<file path="config.mk">
export PLATFORM = sky130hd
export DESIGN_NAME = rvvi_ack_rx
export DESIGN_NICKNAME = d
export VERILOG_FILES = /design/src/rtl/rvvi_ack_rx_pkg.sv /design/src/rtl/rvvi_ack_window.sv /design/src/rtl/rvvi_ack_rx.sv
export SDC_FILE = /design/constraint.sdc
export NUM_CORES = 1
export LEC_CHECK = 0
export CAP_MARGIN = 0
export CORE_MARGIN = 8
export CORE_UTILIZATION = 30
export CTS_BUF_LIST = sky130_fd_sc_hd__clkbuf_4 sky130_fd_sc_hd__clkbuf_8
export CTS_CLUSTER_DIAMETER = 200
export DETAILED_ROUTE_END_ITERATION = 8
export GPL_TIMING_DRIVEN = 0
export SKIP_LAST_GASP = 1
export SYNTH_ARGS = -nofsm -noshare
export SYNTH_HDL_FRONTEND = slang
export SYNTH_SLANG_ARGS = --single-unit
</file>
<file path="constraint.sdc">
create_clock -name clk -period 7.8 [get_ports clk]
set_input_delay 1.95 -clock clk [delete_from_list [all_inputs] [get_ports clk]]
set_output_delay 1.95 -clock clk [all_outputs]
set_load 0.005 [all_outputs]
</file>
<file path="src/rtl/rvvi_ack_rx_pkg.sv">
`default_nettype none
// ============================================================================
//  Module      : rvvi_ack_rx_pkg
//  Description : Shared beat-index constants and receive-FSM state type for
//                the rvvi host acknowledgement receive path.
//  Revision    : 1.0 - initial release
// ============================================================================
package rvvi_ack_rx_pkg;

    // Beat positions inside a 9-word acknowledgement frame.
    localparam logic [3:0] ACK_IDX_ETYPE    = 4'd3;
    localparam logic [3:0] ACK_IDX_CNT_LO   = 4'd4;
    localparam logic [3:0] ACK_IDX_CNT_HI   = 4'd5;
    localparam logic [3:0] ACK_IDX_MINST_LO = 4'd6;
    localparam logic [3:0] ACK_IDX_MINST_HI = 4'd7;
    localparam logic [3:0] ACK_IDX_LOAD     = 4'd8;
    localparam logic [3:0] ACK_LEN          = 4'd9;

    typedef enum logic [1:0] {
        ACK_IDLE   = 2'd0,
        ACK_RECV   = 2'd1,
        ACK_DRAIN  = 2'd2,
        ACK_COMMIT = 2'd3
    } AckRxStateType;

endpackage
`default_nettype wire

</file>
<file path="src/rtl/rvvi_ack_window.sv">
`default_nettype none
// ============================================================================
//  Module      : rvvi_ack_window
//  Description : Outstanding-frame bookkeeping for the ack path: sent count,
//                next expected ack, lost-ack counting, timeout resync and the
//                registered stall request to the tracer.
//  Revision    : 1.0 - initial release
// ============================================================================
module rvvi_ack_window #(
    parameter logic [31:0] WINDOW      = 32'd8,
    parameter logic [31:0] LOAD_THRESH = 32'hFFFF_FFFF,
    parameter logic [31:0] TIMEOUT     = 32'd100000
) (
    input  logic        clk,
    input  logic        reset,
    input  logic        frame_sent,
    input  logic        commit,
    input  logic [31:0] commit_count,
    input  logic [31:0] host_load_next,
    output logic        accept,
    output logic        timeout_now,
    output logic        timeout_pulse,
    output logic [31:0] missed_count,
    output logic        stall
);

    logic [31:0] sent_count;
    logic [31:0] next_expected;
    logic [31:0] timer;

    logic [31:0] sent_next;
    logic [31:0] outstanding;
    logic [31:0] ack_diff;
    logic [31:0] expected_next;
    logic [31:0] miss_add;
    logic [32:0] miss_sum;
    logic [31:0] missed_next;
    logic [31:0] timer_next;
    logic [31:0] outstanding_next;

    // Accept/timeout decisions and the next values of all window state.
    always_comb begin
        sent_next   = sent_count + {31'd0, frame_sent};
        outstanding = sent_count - next_expected;
        // In-order or ahead-of-expected acks lie in the lower half of the
        // 32-bit circle; anything in the upper half is stale or duplicated.
        ack_diff    = commit_count - next_expected;
        accept      = commit & ~ack_diff[31];
        timeout_now = ~accept & (outstanding != 32'd0) & (timer == TIMEOUT - 32'd1);

        expected_next = next_expected;
        miss_add      = 32'd0;
        if (accept) begin
            expected_next = commit_count + 32'd1;
            miss_add      = ack_diff;
        end else if (timeout_now) begin
            expected_next = sent_next;
            miss_add      = sent_next - next_expected;
        end

        miss_sum    = {1'b0, missed_count} + {1'b0, miss_add};
        missed_next = miss_sum[32] ? 32'hFFFF_FFFF : miss_sum[31:0];

        if (accept || timeout_now || outstanding == 32'd0) begin
            timer_next = 32'd0;
        end else begin
            timer_next = timer + 32'd1;
        end

        outstanding_next = sent_next - expected_next;
    end

    // Window state, lost-ack counter, timeout pulse and registered stall.
    always_ff @(posedge clk) begin
        if (reset) begin
            sent_count    <= 32'd0;
            next_expected <= 32'd0;
            timer         <= 32'd0;
            missed_count  <= 32'd0;
            timeout_pulse <= 1'b0;
            stall         <= 1'b0;
        end else begin
            sent_count    <= sent_next;
            next_expected <= expected_next;
            timer         <= timer_next;
            missed_count  <= missed_next;
            timeout_pulse <= timeout_now;
            stall         <= (outstanding_next >= WINDOW) | (host_load_next >= LOAD_THRESH);
        end
    end

endmodule
`default_nettype wire

</file>
<file path="src/rtl/rvvi_ack_rx.sv">
`default_nettype none
// ============================================================================
//  Module      : rvvi_ack_rx
//  Description : Receives host acknowledgement frames from the MAC RX stream,
//                validates length and ethertype, commits in-order acks and
//                drives flow control back to the trace source.
//  Revision    : 1.0 - initial release
// ============================================================================
module rvvi_ack_rx
    import rvvi_ack_rx_pkg::*;
#(
    parameter logic [15:0] ETHER_TYPE  = 16'h005C,
    parameter logic [31:0] WINDOW      = 32'd8,
    parameter logic [31:0] LOAD_THRESH = 32'hFFFF_FFFF,
    parameter logic [31:0] TIMEOUT     = 32'd100000
) (
    input  logic        clk,
    input  logic        reset,
    input  logic [31:0] RxTdata,
    input  logic [3:0]  RxTkeep,
    input  logic        RxTvalid,
    input  logic        RxTlast,
    output logic        RxTready,
    input  logic        TxFrameSent,
    output logic        ExternalStall,
    output logic        AckValid,
    output logic [63:0] AckFrameCount,
    output logic [63:0] AckMinstret,
    output logic [31:0] HostLoad,
    output logic        BadFrame,
    output logic        AckTimeout,
    output logic [31:0] MissedCount
);

    AckRxStateType state, state_next;
    logic [3:0]    idx, idx_next;
    logic          bad_now;
    logic          commit;
    logic          accept;
    logic          timeout_now;
    logic [31:0]   load_next;

    logic [31:0] sh_cnt_lo, sh_cnt_hi, sh_min_lo, sh_min_hi, sh_load;

    // Byte enables carry no information for fixed-size ack frames.
    logic unused_keep;
    assign unused_keep = ^RxTkeep;

    // The block never backpressures once out of reset.
    assign RxTready = ~reset;
    assign commit   = (state == ACK_COMMIT);

    // Frame-parsing next state; a beat arriving in COMMIT starts a new frame.
    always_comb begin
        state_next = state;
        idx_next   = idx;
        bad_now    = 1'b0;
        case (state)
            ACK_IDLE, ACK_COMMIT: begin
                state_next = ACK_IDLE;
                if (RxTvalid) begin
                    if (RxTlast) begin
                        bad_now = 1'b1;
                    end else begin
                        state_next = ACK_RECV;
                        idx_next   = 4'd1;
                    end
                end
            end
            ACK_RECV: begin
                if (RxTvalid) begin
                    if (idx == ACK_IDX_ETYPE && RxTdata[15:0] != ETHER_TYPE) begin
                        if (RxTlast) begin
                            state_next = ACK_IDLE;
                            bad_now    = 1'b1;
                        end else begin
                            state_next = ACK_DRAIN;
                        end
                    end else if (idx == ACK_LEN - 4'd1) begin
                        state_next = RxTlast ? ACK_COMMIT : ACK_DRAIN;
                    end else if (RxTlast) begin
                        state_next = ACK_IDLE;
                        bad_now    = 1'b1;
                    end else begin
                        idx_next = idx + 4'd1;
                    end
                end
            end
            ACK_DRAIN: begin
                if (RxTvalid && RxTlast) begin
                    state_next = ACK_IDLE;
                    bad_now    = 1'b1;
                end
            end
            default: state_next = ACK_IDLE;
        endcase
    end

    // FSM state and beat index registers.
    always_ff @(posedge clk) begin
        if (reset) begin
            state <= ACK_IDLE;
            idx   <= 4'd0;
        end else begin
            state <= state_next;
            idx   <= idx_next;
        end
    end

    // Shadow copy of the payload beats; only committed acks reach the outputs.
    always_ff @(posedge clk) begin
        if (reset) begin
            sh_cnt_lo <= 32'd0;
            sh_cnt_hi <= 32'd0;
            sh_min_lo <= 32'd0;
            sh_min_hi <= 32'd0;
            sh_load   <= 32'd0;
        end else if (state == ACK_RECV && RxTvalid) begin
            case (idx)
                ACK_IDX_CNT_LO:   sh_cnt_lo <= RxTdata;
                ACK_IDX_CNT_HI:   sh_cnt_hi <= RxTdata;
                ACK_IDX_MINST_LO: sh_min_lo <= RxTdata;
                ACK_IDX_MINST_HI: sh_min_hi <= RxTdata;
                ACK_IDX_LOAD:     sh_load   <= RxTdata;
                default: ;
            endcase
        end
    end

    // A timeout forgets the host's last load report.
    assign load_next = accept ? sh_load : (timeout_now ? 32'd0 : HostLoad);

    // Committed ack outputs and one-cycle status pulses.
    always_ff @(posedge clk) begin
        if (reset) begin
            AckValid      <= 1'b0;
            BadFrame      <= 1'b0;
            AckFrameCount <= 64'd0;
            AckMinstret   <= 64'd0;
            HostLoad      <= 32'd0;
        end else begin
            AckValid <= accept;
            BadFrame <= bad_now;
            HostLoad <= load_next;
            if (accept) begin
                AckFrameCount <= {sh_cnt_hi, sh_cnt_lo};
                AckMinstret   <= {sh_min_hi, sh_min_lo};
            end
        end
    end

    rvvi_ack_window #(
        .WINDOW      (WINDOW),
        .LOAD_THRESH (LOAD_THRESH),
        .TIMEOUT     (TIMEOUT)
    ) u_window (
        .clk            (clk),
        .reset          (reset),
        .frame_sent     (TxFrameSent),
        .commit         (commit),
        .commit_count   (sh_cnt_lo),
        .host_load_next (load_next),
        .accept         (accept),
        .timeout_now    (timeout_now),
        .timeout_pulse  (AckTimeout),
        .missed_count   (MissedCount),
        .stall          (ExternalStall)
    );

endmodule
`default_nettype wire

</file>
* Yosys cells after proc, flatten, opt, wreduce, memory -nomap -nowiden *
Cells that the tools add are included.

word-level totals
  register bits = 458
  latch bits = 0
  memory bits (writable) = 0
  memory bits (read-only) = 0
  logic and storage cells = 104
  memories kept = 0

cells by class
  $add $sub $neg = 9
  $mul = 0
  divide/modulo/power cells = 0
  order comparisons = 2
  equal/unequal tests = 19
  shift operators = 0
  multiplexer cells = 31
  bitwise logic cells = 7
  reductions and logical operators = 18

operators with widths
  operator                                                             number
  two-way mux 32 bit                                                   7
  subtractor 32 bit                                                    4
  adder 32 x 1 -> 32 bit (second input constant)                       2
  adder 32 x 32 -> 33 bit                                              1
  adder 32 x 1 -> 32 bit                                               1
  == test 32 x 17 -> 1 bit (second input constant)                     1
  greater-or-equal comparator 32 bit (second input constant)           1
  greater-or-equal comparator 32 x 4 -> 1 bit (second input constant)  1
  zero test 32 bit                                                     1
  nonzero test 32 bit                                                  1
  two-way mux 4 bit                                                    6
  == test 4 x 3 -> 1 bit (second input constant)                       4
  != test 16 x 7 -> 1 bit (second input constant)                      1
  != test 2 bit (second input constant)                                7
  two-way mux 2 bit                                                    6
  AND reduction 2 bit                                                  5
  two-way mux 1 bit                                                    9
  case mux 4 bit (2 select lines)                                      1
  AND reduction 7 bit                                                  1
  case mux 2 bit (3 select lines)                                      1
  adder 4 x 1 -> 4 bit (second input constant)                         1
  == test 2 bit (second input constant)                                2
  == test 4 x 2 -> 1 bit (second input constant)                       1
  == test 4 bit (second input constant)                                1
  12 further kinds                                                     20

* Depth between registers and ports, before layout *
  word-level depth = 11
  depth in mapped cells = 39
  depth with buffers taken out = 35

* By module *
A second synthesis with hierarchy kept.

second synthesis, totals
  cell total of the unflattened synthesis = 3377
  area total of the unflattened synthesis = 26736.9 um2

by module, submodules not included
  module           instances  cells an instance  area an instance (um2)  sequential area each (um2)
  rvvi_ack_window  1          2071               14989.4                 2602.5
  rvvi_ack_rx      1          1306               11747.5                 6566.3

* Least setup slack after synthesis *
No wires, ideal clock.

  path type = reg2reg
  start point = reg u_window.next_expected[1]
  end point = reg u_window.missed_count[0]
  library setup time = 0.132 ns
  data arrival time = 8.243 ns
  required time = 7.668 ns
  slack = -0.575 ns
  stages on the path, launching flop included = 37
  buffers on the path = 2
  clock period less this slack = 8.375 ns
  cell sequence = dfxtp_1 inv_1 ha_1 nor2b_1 o31a_1 o41a_1 o21a_1 or3_1 a2111o_1 or4_1 or4_4 o31ai_4 clkbuf_1 or3_1 o21ai_0 ha_1 fa_1 a21o_1 a21oi_1 o21bai_1 a21oi_1 o21bai_1 a21oi_1 o21bai_1 a21oi_1 o21bai_1 a21oi_1 o21ai_0 a211oi_1 o41ai_1 a41oi_1 o21ai_0 a211oi_1 o21ai_0 o21ai_0 clkbuf_1 a21oi_1

between the ends
  longest elaborated chain between the ends = 10
  elaborated cells between the ends (all ways) = 13
  classes of those cells = add/sub (4); mux (3); bitwise (5); reduce/logical (1)

RTL lines
  what                                                       line                   text
  start: declaration                                         rvvi_ack_window.sv:28  logic [31:0] next_expected;
  start signal: assignment                                   rvvi_ack_window.sv:84  next_expected <= expected_next;
  branches (longest 7 deep; another with subtractor 32 bit)  --
  two-way mux 32 bit *                                       rvvi_ack_window.sv:53  if (accept) begin
  adder 32 x 32 -> 33 bit *                                  rvvi_ack_window.sv:61  miss_sum = {1'b0, missed_count} + {1'b0, miss_add};
  two-way mux 32 bit *                                       rvvi_ack_window.sv:62  missed_next = miss_sum[32] ? 32'hFFFF_FFFF : miss_sum[31:0];
  end signal: assignment                                     rvvi_ack_window.sv:86  missed_count <= missed_next;
  end: declaration                                           rvvi_ack_window.sv:23  output logic [31:0] missed_count,

Mark *: on every way between the ends.
A chain may end at the register's enable or synchronous reset.

* Worst setup path in the final report *
  start point = reg u_window.next_expected[1]
  end point = reg u_window.stall

between the ends
  longest elaborated chain between the ends = 11
  elaborated cells between the ends (all ways) = 16
  classes of those cells = add/sub (3); order compare (2); mux (4); bitwise (6); reduce/logical (1)

RTL lines
  what                                                        line                   text
  branches (longest 10 deep; another with subtractor 32 bit)  --
  OR 1 bit *                                                  rvvi_ack_window.sv:88  stall <= (outstanding_next >= WINDOW) | (host_load_next >= LOAD_THRESH);
  end signal: assignment                                      rvvi_ack_window.sv:88
  end: declaration                                            rvvi_ack_window.sv:24  output logic stall

Marks and branches as above.

==> flow_metrics.env <==
export IMPL_grt_pass1_wl_mm=152
export IMPL_drv_cap=0
export IMPL_synthFlopType="dfxtp_1"
export IMPL_via_count=26403
export IMPL_fin_skew_ns=0.0587
export IMPL_nFillCells=8845
export IMPL_synthCells=3444
export IMPL_worstSetupStartpointType="flop"
export IMPL_r2r_slack_ns=-0.33
export IMPL_yosys_area_share_simple_pct=24.3
export IMPL_critPathMostFrequentCell="o21ai_2"
export IMPL_cts_inserted_buffers=83
export IMPL_rsz0062_at_grt="yes"
export IMPL_power_density_nw_per_um2=160
export IMPL_yosysWarnings=0
export IMPL_synth_xor_area_share_pct=6.67
export IMPL_avgViaCountPerCell=5.24
export IMPL_path_max_fanout=6
export IMPL_holdWs_ns=0.424
export IMPL_dieArea_um2=95900
export IMPL_syn_avg_cell_area_um2=7.52
export IMPL_wl_mm=102
export IMPL_cts_hold_buffers=0
export IMPL_antenna_left=0
export IMPL_hold_viol_final=0
export IMPL_min_path_cells=2
export IMPL_fin_crit_ns=8.13
export IMPL_hpwlAfterDp_mm=76.7
export IMPL_period_share_pct=104
export IMPL_hold_class="flop to flop"
export IMPL_die_h_um=310
export IMPL_timing_rr_end="u_window.stall"
export IMPL_slew_headroom_pct=13.7
export IMPL_slowest_stage="or4_4"
export IMPL_initial_core_util_pct=30.4
export IMPL_grt_overflow=0
export IMPL_holdCritStartpoint="sh_min_lo[21]"
export IMPL_clkSinkCount=458
export IMPL_grt_max_degree=16
export IMPL_hold_path_endpoint="AckMinstret[21]"
export IMPL_finalPower_w=0.00533
export IMPL_slew_violations=0
export IMPL_crit_type="flop to flop"
export IMPL_drive_gt1_share_pct=11.9
export IMPL_yosysSeqAreaShare_pct=35.4
export IMPL_antenna_found_initial=3
export IMPL_nNetsFinal=4047
export IMPL_cts_max_level=3
export IMPL_routedWlPerCell_um=20.2
export IMPL_ios=238
export IMPL_drc=0
export IMPL_dp_slack_ns=-3.15
export IMPL_max_freq_mhz=123
export IMPL_crit_path_end_kind="flop"
export IMPL_area_growth_pct=29.0
export IMPL_yosys_cell_types_count=84
export IMPL_setup_ws_ns=-0.327
export IMPL_setup_viol=33
export IMPL_dr_pass1_iters=5
export IMPL_synth_top_family_by_area="simple AND/OR/NAND/NOR gates"
export IMPL_synth_edf_count=0
export IMPL_r2r_start="u_window.next_expected[1]"
export IMPL_clk_latency_ns=0.72
export IMPL_io_buffers=232
export IMPL_cts_reportedPaths_clkPinSlew_ns=0.06
export IMPL_worst_pin_slew_ns=1.26
export IMPL_async_flop_share_pct=0
export IMPL_die_w_um=310
export IMPL_crit_arrival_ns=8.76
export IMPL_status="finished, violations left"
export IMPL_leakage_nw=12.3
export IMPL_core_area_um2=85300
export IMPL_clock_path_buffers=3
export IMPL_synth_compound_area_share_pct=20.4
export IMPL_r2r_cells=38
export IMPL_synth_fa_ha_area_share_pct=8.27
export IMPL_rows=107
export IMPL_ir_worst_vdd_mv=0.124
export IMPL_gp_congestion=0.955
export IMPL_drt_initial_drc_count=2069
export IMPL_root_buffer="clkbuf_8"
export IMPL_required_ns=8.43
export IMPL_netlist_area_um2=25900
export IMPL_violations="negative setup slack"
export IMPL_ys_seq_elements=458
export IMPL_cts_tree="built"
export IMPL_postSynthNetCount=3653
export IMPL_grt_pass1_vias=24974
export IMPL_cpPeakStageDelay_ns=0.59
export IMPL_synthMuxAreaShare_pct=0.643
export IMPL_grt_usage_pct=20.3
-- worst max-delay path: cells and delay by family (launching register included) --
family | cells | cell delay, ns
adders and majority gates | 2 | 0.50
xor gates and xnor gates | 1 | 0.15
and+or+nand+nor | 10 | 2.08
AOI/OAI and AO/OA | 20 | 4.21
buffers and inverters | 5 | 0.74
DFF | 1 | 0.37
-- cell families (layout without fill, tap and decap cells) --
logic type      after synthesis  after routing
buf+inv                     294            743
other cells                   0              2
fa+ha+maj                   169            169
xor+xnor                    197            197
flops                       458            458
compound gates              887            888
mux                          16             16
simple gates               1423           1423
-- layout make-up --
class,count,area [µm²],area share [%]
well taps,1144,1430,4.29
flip-flops and latches,458,9180,27.5
clock inverters,20,282,0.843
plain buffers,166,791,2.37
inverters,118,448,1.34
clock buffers,121,1550,4.63
repair buffers,318,3030,9.08
multi-input cells,2693,16700,49.9
diodes,2,5.00,0.0150
-- placed cells by master (no fill, tap or decap), types with 17 or more instances in the layout --
cell type	synthesis	layout
a21o_1	50	50
a21oi_1	512	456
a21oi_2	0	54
and2_1	46	45
and3_1	27	27
buf_4	0	78
clkbuf_1	163	127
clkbuf_4	0	29
clkbuf_8	0	104
clkdlybuf4s50_1	0	231
dfxtp_1	458	454
ha_1	164	146
inv_1	118	116
nand2_1	807	803
nand2b_1	17	17
nand3_1	117	116
nand4_1	44	44
nor2_1	190	186
nor2b_1	24	21
nor3_1	56	52
o21ai_0	96	73
o21bai_1	26	25
o22ai_1	21	17
xnor2_1	122	118
xor2_1	75	73
-- through the flow --
step | utilization (%) | TNS (ns) | cells | area (µm²)
2_1_floorplan | - | 0 | 3444 | 25900
3_3_place_gp | 34.8 | -100.95 | 4820 | 29700
3_5_place_dp | 34.8 | -102.03 | 4820 | 29700
4_1_cts | 38.5 | -9.19 | 5019 | 32800
5_1_grt | 39.1 | -17.81 | 5040 | 33400
6_report | 39.1 | -9.13 | 5040 | 33400
-- synthesized netlist by cell type (all sizes together) (24+ instances only) --
| cell | instances | share of area (%) |
|---|---|---|
| nand2 | 807 | 12 |
| xor2 | 75 | 2.5 |
| ha | 164 | 7.9 |
| nand4 | 44 | 1.1 |
| nor2b | 24 | 0.58 |
| a21o | 50 | 1.4 |
| and2 | 46 | 1.1 |
| inv | 118 | 1.7 |
| clkbuf | 163 | 2.4 |
| nand3 | 118 | 2.3 |
| nor3 | 56 | 1.1 |
| and3 | 27 | 0.65 |
| o21bai | 26 | 0.75 |
| o21ai | 98 | 2.0 |
| a21oi | 512 | 9.9 |
| nor2 | 190 | 2.8 |
| xnor2 | 122 | 4.1 |
| dfxtp | 458 | 35 |
-- routing by layer --
metal	GRT usage (%)	share of wire, %	up-vias	routed length, µm
li1	-	-	12728	-
met1	26.0	43	12566	44000
met2	33.2	45	926	46300
met3	5.11	8.1	181	8300
met4	6.81	3.3	2	3330
met5	0	0.013	-	13
-- worst max-delay path by stage --
stage,cells after the start,slack [ns],startpoint,to
global route,39,-0.58,u_window.next_expected[1],u_window.stall
floorplan,36,0.006,u_window.next_expected[1],u_window.missed_count[0]
detailed placement,38,-3.15,u_window.next_expected[1],u_window.missed_count[23]
CTS,36,-0.55,u_window.next_expected[1],u_window.stall
finish,38,-0.33,u_window.next_expected[1],u_window.stall
global placement,38,-3.11,u_window.next_expected[1],u_window.missed_count[23]
-- power breakdown --
| part | total (W) | internal, W | switching, W |
|---|---|---|---|
| clock network | 0.00255 | 0.00143 | 0.00112 |
| registers | 0.00235 | 0.00235 | 0.00000480 |
| logic | 0.000434 | 0.000178 | 0.000256 |
-- state kept, by name, summed over array words and instances (netlist names), 32 cells and up --
register	flops
sh_load	32
sh_cnt_hi	32
sh_min_hi	32
u_window.sent_count	32
u_window.missed_count	32
sh_min_lo	32
u_window.timer	32
u_window.next_expected	32
AckFrameCount	64
AckMinstret	64
sh_cnt_lo	32
HostLoad	32
-- repair_timing --
item                                    CTS  global route
pin swaps                                83            74
cloned                                    3             1
setup buffers                            65            20
endpoints found under the setup margin   33            33
gates resized for setup                 212            96
Note: power is estimated with default switching activity, not from simulation.
